$ cat src/rtl/demux4_stream_pkg.sv
// demux4_pkg: shared types and constants for the demux4_stream router.
//   NUM_OUT  - number of destinations
//   sel_t    - destination index
//   occ_t    - skid buffer occupancy
//   sel_onehot() - destination index to one-hot valid vector
package demux4_pkg;

  localparam int NUM_OUT = 4;

  typedef logic [1:0] sel_t;

  typedef enum logic [1:0] {EMPTY, ONE, TWO} occ_t;

  function automatic logic [NUM_OUT-1:0] sel_onehot(input sel_t sel);
    return (NUM_OUT)'(1) << sel;
  endfunction

endpackage

$ cat src/rtl/demux4_stream_if.sv
// demux4_stream_if: producer and consumer side stream signals of the router.
//   in_valid/in_ready/in_data/in_sel     - producer handshake and payload
//   out_valid/out_ready/out_data         - one-hot consumer handshake, shared payload
//   xfer_cnt                             - per-destination completed transfer counts
//   modport slave  : router view
//   modport master : environment view
interface demux4_stream_if #(
  parameter int WIDTH = 32,
  parameter int CNT_W = 16
);
  import demux4_pkg::*;

  logic                            in_valid;
  logic                            in_ready;
  logic [WIDTH-1:0]                in_data;
  sel_t                            in_sel;
  logic [NUM_OUT-1:0]              out_valid;
  logic [NUM_OUT-1:0]              out_ready;
  logic [WIDTH-1:0]                out_data;
  logic [NUM_OUT-1:0][CNT_W-1:0]   xfer_cnt;

  modport slave (
    input  in_valid, in_data, in_sel, out_ready,
    output in_ready, out_valid, out_data, xfer_cnt
  );

  modport master (
    output in_valid, in_data, in_sel, out_ready,
    input  in_ready, out_valid, out_data, xfer_cnt
  );
endinterface

$ cat src/rtl/demux4_stream_skid_reg2.sv
// skid_reg2: generic 2-entry valid/ready skid buffer.
//   in_valid/in_ready/in_pl    - upstream handshake, in_ready comes from a flop
//   out_valid/out_ready/out_pl - downstream handshake, driven by main register M
// Words leave in acceptance order; one transfer per cycle when downstream ready.
//
// state | meaning
// EMPTY | M and S empty, in_ready = 1
// ONE   | M holds the head word, S empty, in_ready = 1
// TWO   | M holds the head word, S holds the next, in_ready = 0
module skid_reg2
  import demux4_pkg::*;
#(
  parameter int PW = 34
) (
  input  logic          clk,
  input  logic          rst_n,
  input  logic          in_valid,
  output logic          in_ready,
  input  logic [PW-1:0] in_pl,
  output logic          out_valid,
  input  logic          out_ready,
  output logic [PW-1:0] out_pl
);

  occ_t          state_q, state_d;
  logic          m_valid_q, in_ready_q;
  logic [PW-1:0] m_q, s_q;
  logic          in_fire, out_fire;
  logic          load_m_in, load_m_s, load_s;

  assign in_fire  = in_valid & in_ready_q;
  assign out_fire = m_valid_q & out_ready;

  always_comb begin
    state_d   = state_q;
    load_m_in = 1'b0;
    load_m_s  = 1'b0;
    load_s    = 1'b0;
    case (state_q)
      EMPTY: begin
        if (in_fire) begin
          state_d   = ONE;
          load_m_in = 1'b1;
        end
      end
      ONE: begin
        if (in_fire && out_fire) begin
          load_m_in = 1'b1;
        end else if (out_fire) begin
          state_d = EMPTY;
        end else if (in_fire) begin
          state_d = TWO;
          load_s  = 1'b1;
        end
      end
      TWO: begin
        if (out_fire) begin
          state_d  = ONE;
          load_m_s = 1'b1;
        end
      end
      default: state_d = EMPTY;
    endcase
  end

  // Valid and ready flags are flopped from the next state so the outputs
  // come straight from registers.
  always_ff @(posedge clk or negedge rst_n) begin
    if (!rst_n) begin
      state_q    <= EMPTY;
      m_valid_q  <= 1'b0;
      in_ready_q <= 1'b1;
      m_q        <= '0;
      s_q        <= '0;
    end else begin
      state_q    <= state_d;
      m_valid_q  <= (state_d != EMPTY);
      in_ready_q <= (state_d != TWO);
      if (load_m_in)     m_q <= in_pl;
      else if (load_m_s) m_q <= s_q;
      if (load_s)        s_q <= in_pl;
    end
  end

  assign in_ready  = in_ready_q;
  assign out_valid = m_valid_q;
  assign out_pl    = m_q;

endmodule

$ cat src/rtl/demux4_stream.sv
// demux4_stream: registered 1-to-4 stream router.
//   clk, rst_n - clock, async active-low reset
//   bus        - demux4_stream_if slave: producer stream in, one-hot
//                consumer stream out, per-destination transfer counters
// A word tagged with in_sel goes to exactly one destination, in acceptance
// order; a stalled destination blocks the rest.
module demux4_stream
  import demux4_pkg::*;
#(
  parameter int WIDTH = 32,
  parameter int CNT_W = 16
) (
  input  logic           clk,
  input  logic           rst_n,
  demux4_stream_if.slave bus
);

  localparam int PW = $bits(sel_t) + WIDTH;

  logic                          m_valid;
  logic                          m_ready;
  logic [PW-1:0]                 m_pl;
  sel_t                          m_sel;
  logic [WIDTH-1:0]              m_data;
  logic                          out_fire;
  logic [NUM_OUT-1:0][CNT_W-1:0] cnt_q;

  skid_reg2 #(.PW(PW)) u_skid (
    .clk       (clk),
    .rst_n     (rst_n),
    .in_valid  (bus.in_valid),
    .in_ready  (bus.in_ready),
    .in_pl     ({bus.in_sel, bus.in_data}),
    .out_valid (m_valid),
    .out_ready (m_ready),
    .out_pl    (m_pl)
  );

  assign {m_sel, m_data} = m_pl;

  // Only the selected destination's ready matters.
  assign m_ready  = bus.out_ready[m_sel];
  assign out_fire = m_valid & m_ready;

  assign bus.out_valid = m_valid ? sel_onehot(m_sel) : '0;
  assign bus.out_data  = m_data;

  always_ff @(posedge clk or negedge rst_n) begin
    if (!rst_n) begin
      cnt_q <= '0;
    end else begin
      for (int k = 0; k < NUM_OUT; k++) begin
        if (out_fire && (m_sel == sel_t'(k))) cnt_q[k] <= cnt_q[k] + CNT_W'(1);
      end
    end
  end

  assign bus.xfer_cnt = cnt_q;

endmodule

$ cat src/flat_wrapper.sv
// flat-port wrapper written by rule: the top's interface ports become plain ports
module demux4_stream_flat import demux4_pkg::*;
#(
  parameter int WIDTH = 32,
  parameter int CNT_W = 16
)
  (clk, rst_n, bus_in_valid, bus_in_data, bus_in_sel, bus_out_ready, bus_in_ready, bus_out_valid, bus_out_data, bus_xfer_cnt);
  demux4_stream_if #(.WIDTH(WIDTH), .CNT_W(CNT_W)) bus_i ();
  input  logic clk;
  input  logic rst_n;
  input wire logic [$bits(bus_i.in_valid)-1:0] bus_in_valid;
  input wire logic [$bits(bus_i.in_data)-1:0] bus_in_data;
  input wire logic [$bits(bus_i.in_sel)-1:0] bus_in_sel;
  input wire logic [$bits(bus_i.out_ready)-1:0] bus_out_ready;
  output wire logic [$bits(bus_i.in_ready)-1:0] bus_in_ready;
  output wire logic [$bits(bus_i.out_valid)-1:0] bus_out_valid;
  output wire logic [$bits(bus_i.out_data)-1:0] bus_out_data;
  output wire logic [$bits(bus_i.xfer_cnt)-1:0] bus_xfer_cnt;
  assign bus_i.in_valid = bus_in_valid;
  assign bus_i.in_data = bus_in_data;
  assign bus_i.in_sel = bus_in_sel;
  assign bus_i.out_ready = bus_out_ready;
  assign bus_in_ready = bus_i.in_ready;
  assign bus_out_valid = bus_i.out_valid;
  assign bus_out_data = bus_i.out_data;
  assign bus_xfer_cnt = bus_i.xfer_cnt;
  demux4_stream #(.WIDTH(WIDTH), .CNT_W(CNT_W)) u_core (.clk(clk), .rst_n(rst_n), .bus(bus_i));
endmodule
$ cat config.mk
export PLATFORM = sky130hd
export DESIGN_NAME = demux4_stream_flat
export DESIGN_NICKNAME = d
export VERILOG_FILES = /design/src/rtl/demux4_stream_pkg.sv /design/src/rtl/demux4_stream_if.sv /design/src/rtl/demux4_stream_skid_reg2.sv /design/src/rtl/demux4_stream.sv /design/src/flat_wrapper.sv
export SDC_FILE = /design/constraint.sdc
export NUM_CORES = 1
export LEC_CHECK = 0
export BUFFER_PORTS_ARGS = -buffer_cell sky130_fd_sc_hd__buf_2
export CELL_PAD_IN_SITES_DETAIL_PLACEMENT = 1
export CELL_PAD_IN_SITES_GLOBAL_PLACEMENT = 2
export CORE_ASPECT_RATIO = 0.9
export CORE_MARGIN = 5
export CORE_UTILIZATION = 37
export DETAILED_ROUTE_END_ITERATION = 12
export GPL_ROUTABILITY_DRIVEN = 0
export PLACE_DENSITY_LB_ADDON = 0.1
export SLEW_MARGIN = 20
export SYNTH_ARGS = -nofsm -noshare
export SYNTH_HDL_FRONTEND = slang
export SYNTH_HIERARCHICAL = 1
export SYNTH_SLANG_ARGS = --single-unit
$ cat constraint.sdc
create_clock -name clk -period 3.6 [get_ports clk]
set_input_delay 0.36 -clock clk [delete_from_list [all_inputs] [get_ports clk]]
set_output_delay 0.36 -clock clk [all_outputs]
set_load 0.01 [all_outputs]
==> out/qor.txt, run 1 <==
status = complete, no violations
Via density = 4.91
CP most frequent cell = mux2_4
DRC = 0
Post-CTS Hold Buffers = 0
WP data required = 3890 ps
CTS tree = done
Post-synth EDFFs = 0
crit path capture type = register
Final Hold Viols = 0
Syn-to-layout area delta = 23.9%
power density over the cells = 804 nW/um^2
syn nets = 497
CTS H-tree depth = 4
fill cell count = 1776
number of CTS-inserted buffers = 17
final setup vio count = 0
worst hold path type = input pin to async pin
Initial Utilization = 37.8%
Worst Path Buf+Inv = 1
Switching Share = 30.0%
CP startpoint kind = register
vias in the first global route = 4552
final wirelength = 14700 um
Post-synth ARST share = 100%
cts repair resizes = 0
Mapped Area = 6380 sq um
DP Wirelength = 10200 um
DR vias = 4060
Fin Setup TNS = 0 ps
clock slew at reported path FFs = 60 ps
actual slew at the worst max-slew pin = 906 ps
worst skew pair latency = 410 ps
WL/cell = 17.8 um
clock tree sinks = 136
Sw Pwr = 1.90 mW
share of cells above drive strength 1 = 48.4%
I/O pins = 142
Die Span Y = 135 um
Cell variety after synth = 41
post-route ant nets = 0
combinational share of power = 32.4%
worst clock skew = 8.12 ps
Worst EP arrival = 3030 ps
Final min period = 2740 ps
Final Max Tran Viols = 0
sequential-to-total area share from yosys stat = 53.4%
Design Area, Final = 7900 sq um
worst path cell trace = mux4_2 -> nand4b_4 -> buf_4 -> mux2_4 -> mux2_4
Yosys top cell by area = dfrtp_1
die area = 20000 sq um
Pre-antenna DRT Iters = 4
worst-path cell with the longest stage delay = mux4_2
total of max-cap violations = 0
core area = 16900 sq um
largest net degree at the start of global routing = 112
Cells after Synth = 452
Clock power frac = 29.2%
Pwr Total = 6.35 mW
YS warnings = 6
RSZ-0062 raised after global routing = no
Congestion Overflow GR = 0
antenna violations before repair = 3
Seq pwr share = 38.4%
P_int = 4.45 mW
Clock Root Buffer = clkbuf_16
Clock Tree Buf Depth = 2
Setup Buffers After CTS = 0
die width = 148 um
CP peak stage delay = 670 ps
max_slew headroom = 39.6%
IO buf count = 141
# diodes = 0
Crit Path Max Fanout = 25
critical path's top delay family = multiplexers
Final period util = 76.0%
NumNets Final = 649
most frequent cell after synthesis = dfrtp_1
worst vdd ir = 0.329 mV
placed cell area = 7270 sq um
row count = 45
Pleak = 4.04 nW
Post-synth top cells = dfrtp_1 (135), mux2_4 (60), mux2_2 (41), xnor2_1 (41), nand2_1 (34)
highest clock rate = 365 MHz
first-pass GRT wire length = 24200 um
ys flop type = dfrtp_1
initial DRC count = 129
#FFs+latches synth = 136
kind of critical path = register to register
total track usage = 15.3%
Synth top area share = 53.0%
Avg Cell Area, Syn = 14.1 sq um
ranking of synthesized cells by area = dfrtp_1 (53%), mux2_4 (14%), mux2_2 (7.2%)
## worst paths after layout
kind | depth (start not counted) | slack, ps | to | start
setup / recovery | 5 | 860 | u_core/u_skid/out_pl[4] | u_core/u_skid/out_pl[32]
max in group asynchronous | 2 | 2730 | u_core/u_skid/s_q[16] | rst_n
setup reg to reg | 5 | 860 | u_core/u_skid/out_pl[4] | u_core/u_skid/out_pl[32]
hold / removal | 1 | 20 | u_core/bus.xfer_cnt[61] | rst_n
min in group clk | 2 | 170 | u_core/u_skid/s_q[16] | bus_in_data[16]
hold reg to reg | 1 | 460 | u_core/bus.xfer_cnt[31] | u_core/bus.xfer_cnt[31]
## power by group through the flow
stage	Clock (mW)	Sequential, mW	Combinational [mW]
global placement	0	2.44	2.02
floorplan	0	2.45	1.47
global route	1.99	2.52	2.22
detailed placement	0	2.46	2.09
finish	1.85	2.44	2.06
CTS	1.91	2.45	2.11
## per-layer routing
metal  GRT usage, %  vias up  wire (um)
li1               -     1897          -
met1           19.8     2046       6600
met2           24.8       91       7210
met3           4.46       20        668
met4           4.72        6        182
met5              0        -         34
## worst reg2reg max path: stages, from the launching register on
cell and delay (ps):
dfrtp_1 580, mux4_2 670, nand4b_4 500, buf_4 300, mux2_4 310, mux2_4 260
## stage by stage
stage	utilization (%)	hold slack, ps	worst slack, ps	instances
final	46.8	25.0	864	827
after global routing	46.8	128	752	827
after CTS	46.8	142	829	827
after detailed placement	43.0	463	849	796
after global placement	43.0	458	910	796
after floorplan	-	64.4	1530	452
## logic make-up (layout without fill, tap and decap cells)
| family | after synthesis | after routing | synth area share, % |
|---|---|---|---|
| AOI/OAI and AO/OA | 3 | 3 | 0.333 |
| adders and majority gates | 4 | 4 | 0.785 |
| buffers and inverters | 16 | 180 | 2.30 |
| DFF | 136 | 136 | 53.4 |
| xor gates and xnor gates | 60 | 60 | 8.24 |
| and+or+nand+nor | 127 | 127 | 12.6 |
| muxes | 106 | 106 | 22.4 |
## area by class of cell
cell class	instances	area [sq um]	share of cell area, %
Sequential cell	136	3400	43.1
Timing Repair Buffer	146	764	9.68
Tap cell	211	264	3.34
Inverter	3	11.3	0.143
Clock buffer	20	457	5.78
Clock inverter	11	173	2.19
Multi-Input combinational cell	300	2830	35.8
## sequential cells by signal, indices dropped and copies added (netlist names)
signal                   flops
u_core/u_skid/out_pl        34
u_core/u_skid/s_q           34
u_core/u_skid/in_ready       1
u_core/u_skid/state_q        2
u_core/u_skid/out_valid      1
u_core/bus.xfer_cnt         64
## placed cells by master, fill, tap and decap left out, types with 3 or more instances in the layout
cell type   netlist  final
nor2_1           13     13
xor2_1           19     19
and2_1            4      4
inv_1             3      3
nand4_1          11     11
clkbuf_16         0     17
nand2_1          34     34
mux2_4           60     60
buf_2             0    140
clkbuf_8          0      3
xnor2_1          41     41
mux2_1            4      4
ha_1              4      4
and3_1            9      9
clkinvlp_4        0      4
bufinv_16         0      4
nand3_1          21     21
nor3_2            3      3
nor3_1            4      4
and4_1            8      8
mux2_2           41     41
dfrtp_1         135    135
buf_4             3      4
No activity file was read; power rests on OpenSTA's default activity.
==> inputs of run 2 (changes only) <==
clock period = 2.8 ns   (was 3.6 ns; I/O delays follow)
==> run 2 against run 1 <==
- combinational power up 33%
- sequential power up 25%
- largest cell class unchanged
- via count up 0.25%
- cell area unchanged
- highest routed layer unchanged
==> out/qor.txt, run 2 (same netlist as run 1, synthesis figures left out) <==
status = complete, no violations
Pleak = 4.06 nW (+0.42%)
NumNets Final = 653 (+0.62%)
CP startpoint kind = register
DP Wirelength = 10400 um (+1.9%)
Clock power frac = 27.3% (-1.9 points)
Setup Buffers After CTS = 0 (unchanged)
worst hold path type = input pin to register
clock tree sinks = 136 (unchanged)
fill cell count = 1807 (+1.7%)
die area = 20000 sq um (unchanged)
WP data required = 3090 ps (-800 ps)
# diodes = 0 (unchanged)
crit path capture type = register
Syn-to-layout area delta = 23.9% (unchanged)
IO buf count = 141 (unchanged)
Reg area = 3400 sq um (unchanged)
commonest non-fill, non-tap cell in the layout = buf_2
worst skew pair latency = 410 ps (about the same)
area of the multi-input gates = 2830 sq um (unchanged)
Initial Utilization = 37.8% (unchanged)
antenna violations before repair = 2 (-1)
first-pass GRT wire length = 24200 um (+0.26%)
most frequent cells in the layout = buf_2 (140), dfrtp_1 (135), mux2_4 (60)
total of max-cap violations = 0 (unchanged)
number of CTS-inserted buffers = 17 (unchanged)
max_slew headroom = 60.6% (+21 points)
Post-CTS Hold Buffers = 1 (+1)
Pre-antenna DRT Iters = 4 (unchanged)
combinational share of power = 34.5% (+2.1 points)
RSZ-0062 raised after global routing = no
Hold Path Origin = bus_in_data[14]
Clock Root Buffer = clkbuf_16
DRC = 0 (unchanged)
total track usage = 15.4% (+0.14 points)
row count = 45 (unchanged)
largest net degree at the start of global routing = 64 (-43%)
Pwr Total = 7.97 mW (+26%)
Final Hold Viols = 0 (unchanged)
power density over the cells = 1010 nW/um^2 (+26%)
core area = 16900 sq um (unchanged)
Via density = 4.90 (-0.24%)
cts repair resizes = 0 (unchanged)
CTS H-tree depth = 4 (unchanged)
initial DRC count = 156 (+21%)
Final Max Tran Viols = 0 (unchanged)
worst clock skew = 6.77 ps (-1.35 ps)
clock slew at reported path FFs = 60 ps (about the same)
I/O pins = 142 (unchanged)
P_int = 5.59 mW (+26%)
final setup vio count = 0 (unchanged)
post-route ant nets = 0 (unchanged)
vias in the first global route = 4536 (-0.35%)
WHS Path Cells = 2
highest clock rate = 432 MHz (+18%)
Congestion Overflow GR = 0 (unchanged)
max FFs per register = 64 (unchanged)
Final period util = 82.7% (+6.7 points)
final wirelength = 14500 um (-1.0%)
Clock Tree Buf Depth = 2 (unchanged)
Final Core Density = 46.8% (unchanged)
Reg2Reg Depth = 5 (unchanged)
Crit Path Max Fanout = 16 (-36%)
share of cells above drive strength 1 = 48.2% (-0.15 points)
Seq pwr share = 38.2% (-0.2 points)
DR vias = 4070 (+0.25%)
Worst EP arrival = 2600 ps (-430 ps)
WL/cell = 17.5 um (-1.5%)
Switching Share = 29.9% (-0.11 points)
actual slew at the worst max-slew pin = 591 ps (-316 ps)
Fin Setup TNS = 0 ps (unchanged)
Final min period = 2320 ps (-420 ps)
setup ws final = 484 ps (-380 ps)
pre-CTS setup slack = 441 ps (-407 ps)
r2r startpoint = u_core/u_skid/out_pl[32]
CTS tree = done
Sw Pwr = 2.38 mW (+25%)
Die Span Y = 135 um (unchanged)
die width = 148 um (unchanged)
CP startpoint = u_core/u_skid/out_pl[32]
kind of critical path = register to register
worst vdd ir = 0.459 mV (+40%)
## run 2: changes by cell type in the layout (fill, tap and decap cells not counted), sizes merged
cell	delta
dlygate4sd3	+1
clkinvlp	-3
clkbuf	+2
bufinv	-2
buf	+4
clkinv	+2
## run 2: power groups by stage
stage	combinational [mW]	clock (mW)	sequential (mW)
4_1_cts	2.82	2.25	3.06
3_3_place_gp	2.71	0	3.05
5_1_grt	2.99	2.36	3.14
6_report	2.75	2.18	3.04
2_1_floorplan	1.88	0	3.16
3_5_place_dp	2.80	0	3.08
## run 2: routing by layer
layer	vias up	wire length [um]	GRT usage [%]
met3	10	897	5.94
met4	4	112	4.16
met5	-	21	0
met2	92	6970	24.5
met1	2065	6550	19.7
li1	1899	-	-
## run 2: final cells by class
type / count / share of cell area, %
Sequential cell: 136 / 43.1
Timing Repair Buffer: 150 / 10.4
Inverter: 3 / 0.143
Multi-Input combinational cell: 300 / 35.8
Clock buffer: 23 / 6.05
Clock inverter: 8 / 1.22
Tap cell: 211 / 3.34
## run 2: final timing paths
check | end | slack [ps]
min in group asynchronous | u_core/bus.xfer_cnt[56] | 380
max in group asynchronous | u_core/u_skid/in_ready | 1680
worst max-delay path | u_core/u_skid/out_pl[18] | 480
worst min-delay path | u_core/u_skid/s_q[14] | 100
worst max register to register | u_core/u_skid/out_pl[18] | 480
worst min register to register | u_core/bus.xfer_cnt[47] | 470
## run 2: per-stage QoR
stage	hold WS (ps)	area [sq um]	instances
3_3_place_gp	255	7320	799
6_report	103	7900	831
3_5_place_dp	256	7320	799
4_1_cts	84.9	7900	831
2_1_floorplan	-15.6	6380	452
5_1_grt	83.8	7900	831
## run 2: worst max-delay path, stage by stage, from the launching register on
cell and delay, ps:
dfrtp_1 370, mux4_2 620, nand4b_4 390, buf_12 240
mux2_4 320, mux2_4 260
